===== config.mk =====
export PLATFORM = sky130hd
export DESIGN_NAME = exe_stage_div
export DESIGN_NICKNAME = d
export VERILOG_FILES = /design/src/rtl/exe_pkg.sv /design/src/rtl/exe_div.sv /design/src/rtl/exe_stage_div.sv
export SDC_FILE = /design/constraint.sdc
export NUM_CORES = 1
export LEC_CHECK = 0
export CORE_AREA = 2 2 190 331
export CTS_CLUSTER_DIAMETER = 30
export DETAILED_ROUTE_END_ITERATION = 10
export DIE_AREA = 0 0 192 333
export HOLD_SLACK_MARGIN = 0.03
export SYNTH_ARGS = -nofsm -noshare
export SYNTH_HDL_FRONTEND = slang
export SYNTH_SLANG_ARGS = --single-unit

===== constraint.sdc =====
create_clock -name clk -period 15.16 [get_ports clk]
set_input_delay 4.548 -clock clk [delete_from_list [all_inputs] [get_ports clk]]
set_output_delay 4.548 -clock clk [all_outputs]
set_load 0.02 [all_outputs]

===== src/rtl/exe_pkg.sv =====
// Shared types for the execute stage: opcodes, access sizes, divider FSM states,
// and the byte-lane mask helper used by the store path.
// Imported by exe_stage_div and exe_div.
package exe_pkg;

    typedef enum logic [4:0] {
        OP_ADD  = 5'd0,
        OP_SUB  = 5'd1,
        OP_AND  = 5'd2,
        OP_OR   = 5'd3,
        OP_XOR  = 5'd4,
        OP_NOR  = 5'd5,
        OP_SLT  = 5'd6,
        OP_SLTU = 5'd7,
        OP_SLL  = 5'd8,
        OP_SRL  = 5'd9,
        OP_SRA  = 5'd10,
        OP_LUI  = 5'd11,
        OP_DIV  = 5'd12,
        OP_DIVU = 5'd13,
        OP_MOD  = 5'd14,
        OP_MODU = 5'd15
    } op_e;

    // Memory access size encodings
    localparam logic [1:0] SZ_B = 2'd0;
    localparam logic [1:0] SZ_H = 2'd1;
    localparam logic [1:0] SZ_W = 2'd2;
    localparam logic [1:0] SZ_D = 2'd3;

    typedef enum logic [1:0] {
        IDLE = 2'd0,
        BUSY = 2'd1,
        DONE = 2'd2
    } div_state_e;

    // Unshifted byte-lane enable pattern for an access size
    function automatic logic [7:0] LANE_MASK(input logic [1:0] size);
        case (size)
            SZ_B:    LANE_MASK = 8'h01;
            SZ_H:    LANE_MASK = 8'h03;
            SZ_W:    LANE_MASK = 8'h0F;
            default: LANE_MASK = 8'hFF;
        endcase
    endfunction

    function automatic logic is_div_op(input op_e op);
        is_div_op = (op == OP_DIV) || (op == OP_DIVU) || (op == OP_MOD) || (op == OP_MODU);
    endfunction

endpackage


===== src/rtl/exe_div.sv =====
// Iterative restoring divider, one quotient bit per cycle, for the execute stage.
// Ports: clk/rst; start/kill/ack control; is_signed, dividend, divisor operands;
// done/busy status; quotient/remainder results (valid while done).
module exe_div
    import exe_pkg::*;
#(
    parameter int XLEN = 32
) (
    input  logic            clk,
    input  logic            rst,
    input  logic            start,
    input  logic            kill,
    input  logic            ack,
    input  logic            is_signed,
    input  logic [XLEN-1:0] dividend,
    input  logic [XLEN-1:0] divisor,
    output logic            done,
    output logic            busy,
    output logic [XLEN-1:0] quotient,
    output logic [XLEN-1:0] remainder
);

    localparam int CW = $clog2(XLEN) + 1;

    div_state_e      state;
    div_state_e      state_nxt;
    logic [CW-1:0]   cnt;
    logic [XLEN-1:0] rem_r;
    logic [XLEN-1:0] quo_r;
    logic [XLEN-1:0] dvs_r;
    logic [XLEN-1:0] dvd_r;
    logic            neg_q;
    logic            neg_r;
    logic            dz;

    logic            dvd_neg;
    logic            dvs_neg;
    logic [XLEN-1:0] dvd_mag;
    logic [XLEN-1:0] dvs_mag;
    logic [XLEN:0]   shifted;
    logic            fits;
    logic [XLEN-1:0] rem_sub;

    assign dvd_neg = is_signed & dividend[XLEN-1];
    assign dvs_neg = is_signed & divisor[XLEN-1];
    // The most negative value negates to itself, which is its correct unsigned magnitude
    assign dvd_mag = dvd_neg ? -dividend : dividend;
    assign dvs_mag = dvs_neg ? -divisor  : divisor;

    // Dividend magnitude shifts out of quo_r MSB-first while quotient bits shift in
    assign shifted = {rem_r, quo_r[XLEN-1]};
    assign fits    = (shifted >= {1'b0, dvs_r});
    // When the trial fits the true difference is below the divisor, so XLEN bits hold it
    assign rem_sub = shifted[XLEN-1:0] - dvs_r;

    always_ff @(posedge clk) begin
        if (rst) begin
            state <= IDLE;
        end else begin
            state <= state_nxt;
        end
    end

    always_comb begin
        state_nxt = state;
        if (kill) begin
            state_nxt = IDLE;
        end else begin
            case (state)
                IDLE:    if (start)               state_nxt = BUSY;
                BUSY:    if (cnt == CW'(1))       state_nxt = DONE;
                DONE:    if (ack)                 state_nxt = IDLE;
                default:                          state_nxt = IDLE;
            endcase
        end
    end

    always_comb begin
        done = (state == DONE);
        busy = (state != IDLE);
    end

    always_ff @(posedge clk) begin
        if (state == IDLE && start) begin
            cnt   <= CW'(XLEN);
            rem_r <= '0;
            quo_r <= dvd_mag;
            dvs_r <= dvs_mag;
            dvd_r <= dividend;
            neg_q <= dvd_neg ^ dvs_neg;
            neg_r <= dvd_neg;
            dz    <= (divisor == '0);
        end else if (state == BUSY) begin
            cnt   <= cnt - 1'b1;
            rem_r <= fits ? rem_sub : shifted[XLEN-1:0];
            quo_r <= {quo_r[XLEN-2:0], fits};
        end
    end

    // Sign fix-up; divide-by-zero overrides to all-ones quotient and the raw dividend
    assign quotient  = dz ? '1    : (neg_q ? -quo_r : quo_r);
    assign remainder = dz ? dvd_r : (neg_r ? -rem_r : rem_r);

endmodule


===== src/rtl/exe_stage_div.sv =====
// Execute stage: single-cycle ALU, in-stage iterative divide, load/store request generation.
// Ports: ID handshake (ds_valid/es_allow_in + payload), MEM handshake (es_to_ms_valid/ms_allow_in
// + results), data_* memory request, es_busy for hazards. Macro EXE_ALE_EN enables misalignment traps.
module exe_stage_div
    import exe_pkg::*;
#(
    parameter  int XLEN  = 32,
    localparam int NLANE = XLEN / 8,
    localparam int OFFW  = $clog2(NLANE)
) (
    input  logic              clk,
    input  logic              rst,
    input  logic              flush,
    input  logic              ds_valid,
    output logic              es_allow_in,
    input  logic [31:0]       ds_pc,
    input  logic [4:0]        ds_op,
    input  logic [XLEN-1:0]   ds_src1,
    input  logic [XLEN-1:0]   ds_src2,
    input  logic [XLEN-1:0]   ds_rkd,
    input  logic [3:0]        ds_mem,
    input  logic              ds_ld_uns,
    input  logic [5:0]        ds_rf,
    input  logic              ms_allow_in,
    output logic              es_to_ms_valid,
    output logic [31:0]       es_pc,
    output logic [XLEN-1:0]   es_result,
    output logic [6:0]        es_rf,
    output logic [OFFW+2:0]   es_ld_info,
    output logic              es_ale,
    output logic              es_busy,
    output logic              data_en,
    output logic [NLANE-1:0]  data_we,
    output logic [XLEN-1:0]   data_addr,
    output logic [XLEN-1:0]   data_wdata
);

    logic            es_valid;
    op_e             es_op;
    logic [XLEN-1:0] es_src1;
    logic [XLEN-1:0] es_src2;
    logic [XLEN-1:0] es_rkd;
    logic [3:0]      es_mem;
    logic            es_ld_uns;
    logic [5:0]      es_rf_r;

    logic            ready_go;
    logic            is_ld;
    logic            is_st;
    logic            is_mem;
    logic            is_div;
    logic [1:0]      size;
    logic [XLEN-1:0] addr;
    logic [OFFW-1:0] off;
    logic [OFFW+2:0] sa;
    logic [XLEN-1:0] alu_res;
    logic [NLANE-1:0] lane_mask;

    logic            div_done;
    logic [XLEN-1:0] div_quo;
    logic [XLEN-1:0] div_rem;

    always_ff @(posedge clk) begin
        if (rst || flush) begin
            es_valid <= 1'b0;
        end else if (es_allow_in) begin
            es_valid <= ds_valid;
        end
    end

    always_ff @(posedge clk) begin
        if (ds_valid && es_allow_in) begin
            es_pc     <= ds_pc;
            es_op     <= op_e'(ds_op);
            es_src1   <= ds_src1;
            es_src2   <= ds_src2;
            es_rkd    <= ds_rkd;
            es_mem    <= ds_mem;
            es_ld_uns <= ds_ld_uns;
            es_rf_r   <= ds_rf;
        end
    end

    assign is_ld  = es_mem[3];
    assign is_st  = es_mem[2];
    assign is_mem = is_ld | is_st;
    assign is_div = is_div_op(es_op);
    // A doubleword request on a 32-bit datapath degrades to a word access
    assign size   = (XLEN == 32 && es_mem[1:0] == SZ_D) ? SZ_W : es_mem[1:0];
    assign addr   = es_src1 + es_src2;
    assign off    = addr[OFFW-1:0];
    assign sa     = es_src2[OFFW+2:0];

    assign ready_go       = is_div ? div_done : 1'b1;
    assign es_allow_in    = ~es_valid | (ready_go & ms_allow_in);
    assign es_to_ms_valid = es_valid & ready_go & ~flush;

    exe_div #(
        .XLEN(XLEN)
    ) u_div (
        .clk       (clk),
        .rst       (rst),
        .start     (es_valid & is_div),
        .kill      (flush),
        .ack       (es_allow_in),
        .is_signed ((es_op == OP_DIV) || (es_op == OP_MOD)),
        .dividend  (es_src1),
        .divisor   (es_src2),
        .done      (div_done),
        .busy      (es_busy),
        .quotient  (div_quo),
        .remainder (div_rem)
    );

    always_comb begin
        alu_res = '0;
        case (es_op)
            OP_ADD:  alu_res = es_src1 + es_src2;
            OP_SUB:  alu_res = es_src1 - es_src2;
            OP_AND:  alu_res = es_src1 & es_src2;
            OP_OR:   alu_res = es_src1 | es_src2;
            OP_XOR:  alu_res = es_src1 ^ es_src2;
            OP_NOR:  alu_res = ~(es_src1 | es_src2);
            OP_SLT:  alu_res = {{(XLEN-1){1'b0}}, ($signed(es_src1) < $signed(es_src2))};
            OP_SLTU: alu_res = {{(XLEN-1){1'b0}}, (es_src1 < es_src2)};
            OP_SLL:  alu_res = es_src1 << sa;
            OP_SRL:  alu_res = es_src1 >> sa;
            OP_SRA:  alu_res = $signed(es_src1) >>> sa;
            OP_LUI:  alu_res = es_src2;  // decode supplies the already-positioned immediate
            default: alu_res = '0;
        endcase
    end

    always_comb begin
        if (is_div) begin
            es_result = (es_op == OP_DIV || es_op == OP_DIVU) ? div_quo : div_rem;
        end else if (is_mem) begin
            es_result = addr;
        end else begin
            es_result = alu_res;
        end
    end

`ifdef EXE_ALE_EN
    logic misaligned;
    always_comb begin
        case (size)
            SZ_B:    misaligned = 1'b0;
            SZ_H:    misaligned = addr[0];
            SZ_W:    misaligned = |addr[1:0];
            default: misaligned = |addr[2:0];
        endcase
    end
    assign es_ale = es_valid & is_mem & misaligned;
`else
    assign es_ale = 1'b0;
`endif

    assign lane_mask = NLANE'(LANE_MASK(size));

    assign data_en   = es_valid & is_mem & ~es_ale & ms_allow_in & ~flush;
    // Lanes pushed past the top of the bus by a misaligned offset are simply dropped
    assign data_we   = (es_valid & is_st & ~es_ale) ? (lane_mask << off) : '0;
    assign data_addr = addr;

    always_comb begin
        case (size)
            SZ_B:    data_wdata = {NLANE{es_rkd[7:0]}};
            SZ_H:    data_wdata = {(NLANE/2){es_rkd[15:0]}};
            SZ_W:    data_wdata = {(XLEN/32){es_rkd[31:0]}};
            default: data_wdata = es_rkd;
        endcase
    end

    assign es_rf      = es_valid ? {is_ld, es_rf_r[5] & ~es_ale, es_rf_r[4:0]} : 7'd0;
    assign es_ld_info = {off, es_ld_uns, size};

endmodule


## Word-level counts from Yosys, hierarchy flattened

Index checks and enable logic that the tools add are counted.

| storage, ports and cells | value |
|---|---|
| logic and storage cells | 114 |
| output and inout bits | 149 |
| input bits | 149 |
| flip-flop bits (word level) | 284 |

| operators by class | value |
|---|---|
| bitwise logic cells | 19 |
| reduce and logical (&&, ||, !) cells | 15 |
| shifts and indexed selects | 4 |
| order comparisons | 3 |
| mux-type cells | 23 |
| add/sub/neg operators | 8 |
| eq/ne operators | 24 |

Operator list:

| cell | number |
|---|---|
| 32-bit two-way mux | 12 |
| 32-bit case mux with 12 select lines | 1 |
| 32-bit negator | 4 |
| 32-bit < comparator | 2 |
| 32-bit case mux with 2 select lines | 1 |
| 32-bit subtractor | 2 |
| 5-bit by 4-bit equality test with 1-bit output (second input constant) | 8 |
| 33-bit by 32-bit >= comparator with 1-bit output | 1 |
| 32-bit adder | 1 |
| 32-bit bitwise AND | 1 |
| 32-bit zero test | 1 |
| 32-bit NOT | 1 |
| 32-bit bitwise OR | 1 |
| 32-bit by 5-bit left shift with 32-bit output | 1 |
| 32-bit by 5-bit >> shifter with 32-bit output | 1 |
| 32-bit by 5-bit >>> shifter with 32-bit output | 1 |
| 32-bit XOR | 1 |
| 5-bit by 3-bit equality test with 1-bit output (second input constant) | 4 |
| 4-bit case mux with 3 select lines | 1 |
| 1-bit bitwise AND | 10 |
| 5-bit by 2-bit equality test with 1-bit output (second input constant) | 2 |
| 2-bit two-way mux | 4 |
| 7-bit two-way mux | 1 |
| 2-bit equality test (second input constant) | 3 |
| other kinds (20) | 31 |

## Logic depth before layout (Yosys ltp)

| logic depth | value |
|---|---|
| depth after elaboration | 9 |
| gate-level depth with buffers | 15 |
| gate-level depth less buffers | 13 |

## Modules after synthesis

A second synthesis with hierarchy kept.

| second synthesis, totals | value |
|---|---|
| cells, all modules | 2858 |
| area total of the unflattened synthesis | 24723.7 µm² |

Modules (own cells, without submodules):

| module | area each (µm²) | times used | cells each | sequential area each (µm²) |
|---|---|---|---|---|
| exe_stage_div | 14876.8 | 1 | 1724 | 4344.2 |
| exe_div | 9846.9 | 1 | 1134 | 3773.6 |

## Worst setup path after synthesis

OpenSTA, ideal clock, no wires.

| timing | value |
|---|---|
| kind | in2reg |
| start | input port ms_allow_in |
| end | register es_ld_uns, enable pin |
| path buffers | 0 |
| setup slack | 2.899 ns |
| arrival time | 11.566 ns |
| data required time | 14.466 ns |
| stages | 2 |
| library setup time | 0.694 ns |
| cell sequence | nand2_1 -> a21oi_1 |

| between the ends | value |
|---|---|
| cells in the longest elaborated chain, start to end | 3 |

Ends and longest elaborated chain:

| item | line | text |
|---|---|---|
| start: declaration | exe_stage_div.sv:24 | `input logic ms_allow_in,` |
| 1-bit bitwise AND | exe_stage_div.sv:95 | `assign es_allow_in = ~es_valid \| (ready_go & ms_allow_in);` |
| 1-bit bitwise OR | exe_stage_div.sv:95 |  |
| 1-bit logical AND | exe_stage_div.sv:72 | `if (ds_valid && es_allow_in) begin` |
| end signal: assignment | exe_stage_div.sv:79 | `es_ld_uns <= ds_ld_uns;` |
| end: declaration | exe_stage_div.sv:44 | `logic es_ld_uns;` |

Every way passes these cells.
A chain may end at the register's enable or synchronous reset.

## Final worst setup path

| timing | value |
|---|---|
| start | input port ms_allow_in |
| end | output port es_allow_in |

| between the ends | value |
|---|---|
| cells in the longest elaborated chain, start to end | 2 |

Ends and longest elaborated chain:

| item | line | text |
|---|---|---|
| 1-bit bitwise AND | exe_stage_div.sv:95 |  |
| 1-bit bitwise OR | exe_stage_div.sv:95 |  |
| end: declaration | exe_stage_div.sv:15 | `output logic es_allow_in,` |

Every way passes these cells.

==> flow_metrics.tcl <==
set metrics [dict create \
    run_status "finished clean" \
    numClockSinks 284 \
    grt_use_met2_pct 63.9 \
    initial_core_util_pct 39.7 \
    grt_first_pass_wirelength_um 169000 \
    insertion_delay_ns 0.65 \
    tightest_slew_ns 1.26 \
    vias 24500 \
    syn_nets 3066 \
    vdd_drop_max_mv 0.123 \
    synth_top_cell_area_share_pct 30.0 \
    antennaDiodeCount 0 \
    gr-total-overflow 0 \
    synth.area.top_cells "edfxtp_1, ha_1, o21ai_0, xnor2_1, nand2_1" \
    synth-simple-area-share_pct 16.1 \
    top_usage_layer "met2" \
    rsz0062_at_grt "false" \
    worst_setup_path_start_kind "primary input" \
    grt_antenna_before_repair 2 \
    synth.distinct_cells 90 \
    ios 298 \
    ys_ff_latch 284 \
    use_met1_pct 37.4 \
    h-tree-depth 3 \
    die_h_um 333 \
    maxSlewHeadroom_pct 15.4 \
    cp-end-kind "primary output" \
    syn_area_um2 24300 \
    tns_ns 0 \
    avgViaCountPerCell 6.36 \
    core_area_um2 61300 \
    report.final.slew_viol_count 0 \
    ys_warn_count 0 \
    root_buffer "clkbuf_16" \
    cts_buffers 66 \
    ys.flop_type "edfxtp_1" \
    synthAdderAreaFrac_pct 7.20 \
    drt_pass1_iterations 10 \
    gp_congestion 1.03 \
    n_fill_cell 5853 \
    layout-drive-gt1-share_pct 9.53 \
    synth_compound_area_share_pct 22.3 \
    dieArea_um2 63900 \
    min_period_ns 10.46 \
    synth_edf_count 243 \
    critPathKind "in2out" \
    syn_inst 2779 \
    powerDensity_nw_per_um2 110 \
    post-place-ws_ns 4.71 \
    wl_um 119000 \
    hold_viol 0 \
    area_delta_synth_final_pct 25.1 \
    hp-class "reg2reg" \
    drcViolationCount 0 \
    grt_max_degree 87 \
    rows 120 \
    clock_path_buffers 3 \
    post_cts_buffers 0 \
    use_met3_pct 7.57 \
    skew_ns 0.0419 \
    wl_per_cell_um 30.8 \
    hpwl_um 91900 \
    critPathMaxFanout 3 \
    yosys.area_share.xor_xnor_pct 6.67 \
    cp.arrival_ns 5.91 \
    drt-initial-drc-count 2415 \
    portBuffers 296 \
    synth_top_family_by_area "compound AO/OA/AOI/OAI gates" \
    worstPathRequired_ns 10.61 \
    total_leakage_power_nw 11.7 \
    synth_seq_area_share_pct 33.4 \
    avgSynthCellArea_um2 8.74 \
    synthMuxAreaShare_pct 8.63 \
    yosys.area.top_type "edfxtp_1" \
    finalSetupViolations 0 \
    max_cap_viol_count 0 \
    postCtsHoldBufs 0 \
    clkTransAtPathRegs_ns 0.04 \
    fin_nets 3296 \
    fmax_mhz 95.6 \
    cts_resized 0 \
    first_global_vias 24700 \
    fin_ws_ns 4.70 \
    cts_tree "built" \
    async_reset_ff_share_pct 0 \
    drtAntennaViolNets 0 \
    grt_usage_pct 36.9 \
    fin_crit_sh_pct 69.0 \
    die_w_um 192 \
]
layer usage:
layer,wire length [um],share of wire (%)
met5,0,0
met4,12000,10
met3,8870,7.5
met2,58800,49
met1,39200,33
cell usage after synthesis, types with 29 or more instances:
cell type,instances
mux2_2,36
nor2_1,204
a31oi_1,29
o21ai_0,259
clkbuf_1,148
nand2_1,283
nand3_1,51
inv_1,139
edfxtp_1,243
nor3_1,70
xnor2_1,137
a21oi_1,171
mux4_2,30
nand4_1,36
dfxtp_1,41
xor2_1,48
o31ai_1,43
mux2i_1,100
a211oi_1,44
ha_1,135
registers in the layout (all words and copies together), names as in the netlist:
signal / flops
es_rf_r: 6
es_op: 5
u_div.rem_r: 32
es_src1: 32
es_pc: 32
u_div.dvs_r: 32
u_div.dvd_r: 32
es_rkd: 32
u_div.state: 2
u_div.neg_q: 1
u_div.neg_r: 1
es_mem: 4
u_div.dz: 1
es_src2: 32
es_valid: 1
u_div.cnt: 6
es_ld_uns: 1
u_div.quo_r: 32
worst max-delay path, stage by stage:
cell,delay [ns]
clkdlybuf4s50_1,0.50
nand2_1,0.12
nand2_1,0.13
clkdlybuf4s50_1,0.62
cell usage in the layout (no fill, tap or decap), drive strengths merged, types with 43 or more instances in the layout:
master         instances
o31ai                 43
nor2                 205
clkdlybuf4s50        296
o21ai                262
ha                   135
clkbuf                76
edfxtp               243
a21oi                171
inv                  147
xnor2                137
nor3                  70
xor2                  48
mux2i                100
buf                   66
nand3                 51
nand2                283
a211oi                44
layout make-up:
class / count / area [um2] / share of cell area (%)
clock inverter: 46 / 636 / 2.09
clock buffer: 76 / 1750 / 5.76
timing repair buffer: 362 / 3470 / 11.4
sequential: 284 / 8120 / 26.7
inverter: 143 / 537 / 1.77
multi-input combinational: 2152 / 14900 / 49.0
tap: 793 / 992 / 3.26
metrics by stage:
stage / utilization, % / instances / hold slack [ns] / total power [mW] / instance area, um2
6_report: 49.6 / 3856 / 0.512 / 3.35 / 30400
5_1_grt: 49.6 / 3856 / 0.538 / 3.45 / 30400
4_1_cts: 49.6 / 3856 / 0.519 / 3.34 / 30400
3_5_place_dp: 45.7 / 3734 / 0.508 / 1.82 / 28000
3_3_place_gp: 45.7 / 3734 / 0.479 / 1.82 / 28000
2_1_floorplan: - / 2779 / 0.467 / 1.44 / 24300
kinds of logic after synthesis:
logic type,after synthesis
mux,167
fa+ha+maj,138
other cells,1
buf+inv,343
flops,284
simple gates,828
xor+xnor,185
compound gates,833
path summary, 6_finish.rpt:
| check | startpoint | end | slack [ns] | cells after the start |
|---|---|---|---|---|
| max | ms_allow_in | es_allow_in | 4.70 | 4 |
| min reg2reg | u_div.cnt[1] | u_div.cnt[1] | 0.51 | 2 |
| min | u_div.cnt[1] | u_div.cnt[1] | 0.51 | 2 |
| max reg2reg | u_div.dvs_r[3] | u_div.rem_r[26] | 10.73 | 10 |
report_power, final:
group	total [mW]	switching, mW	internal, mW	leakage [nW]
clock network	1.51	0.528	0.986	1.15
registers	0.943	0.0522	0.891	2.62
logic	0.890	0.548	0.342	7.88
total	3.35	1.13	2.22	11.7
(Power assumes the default switching activity.)
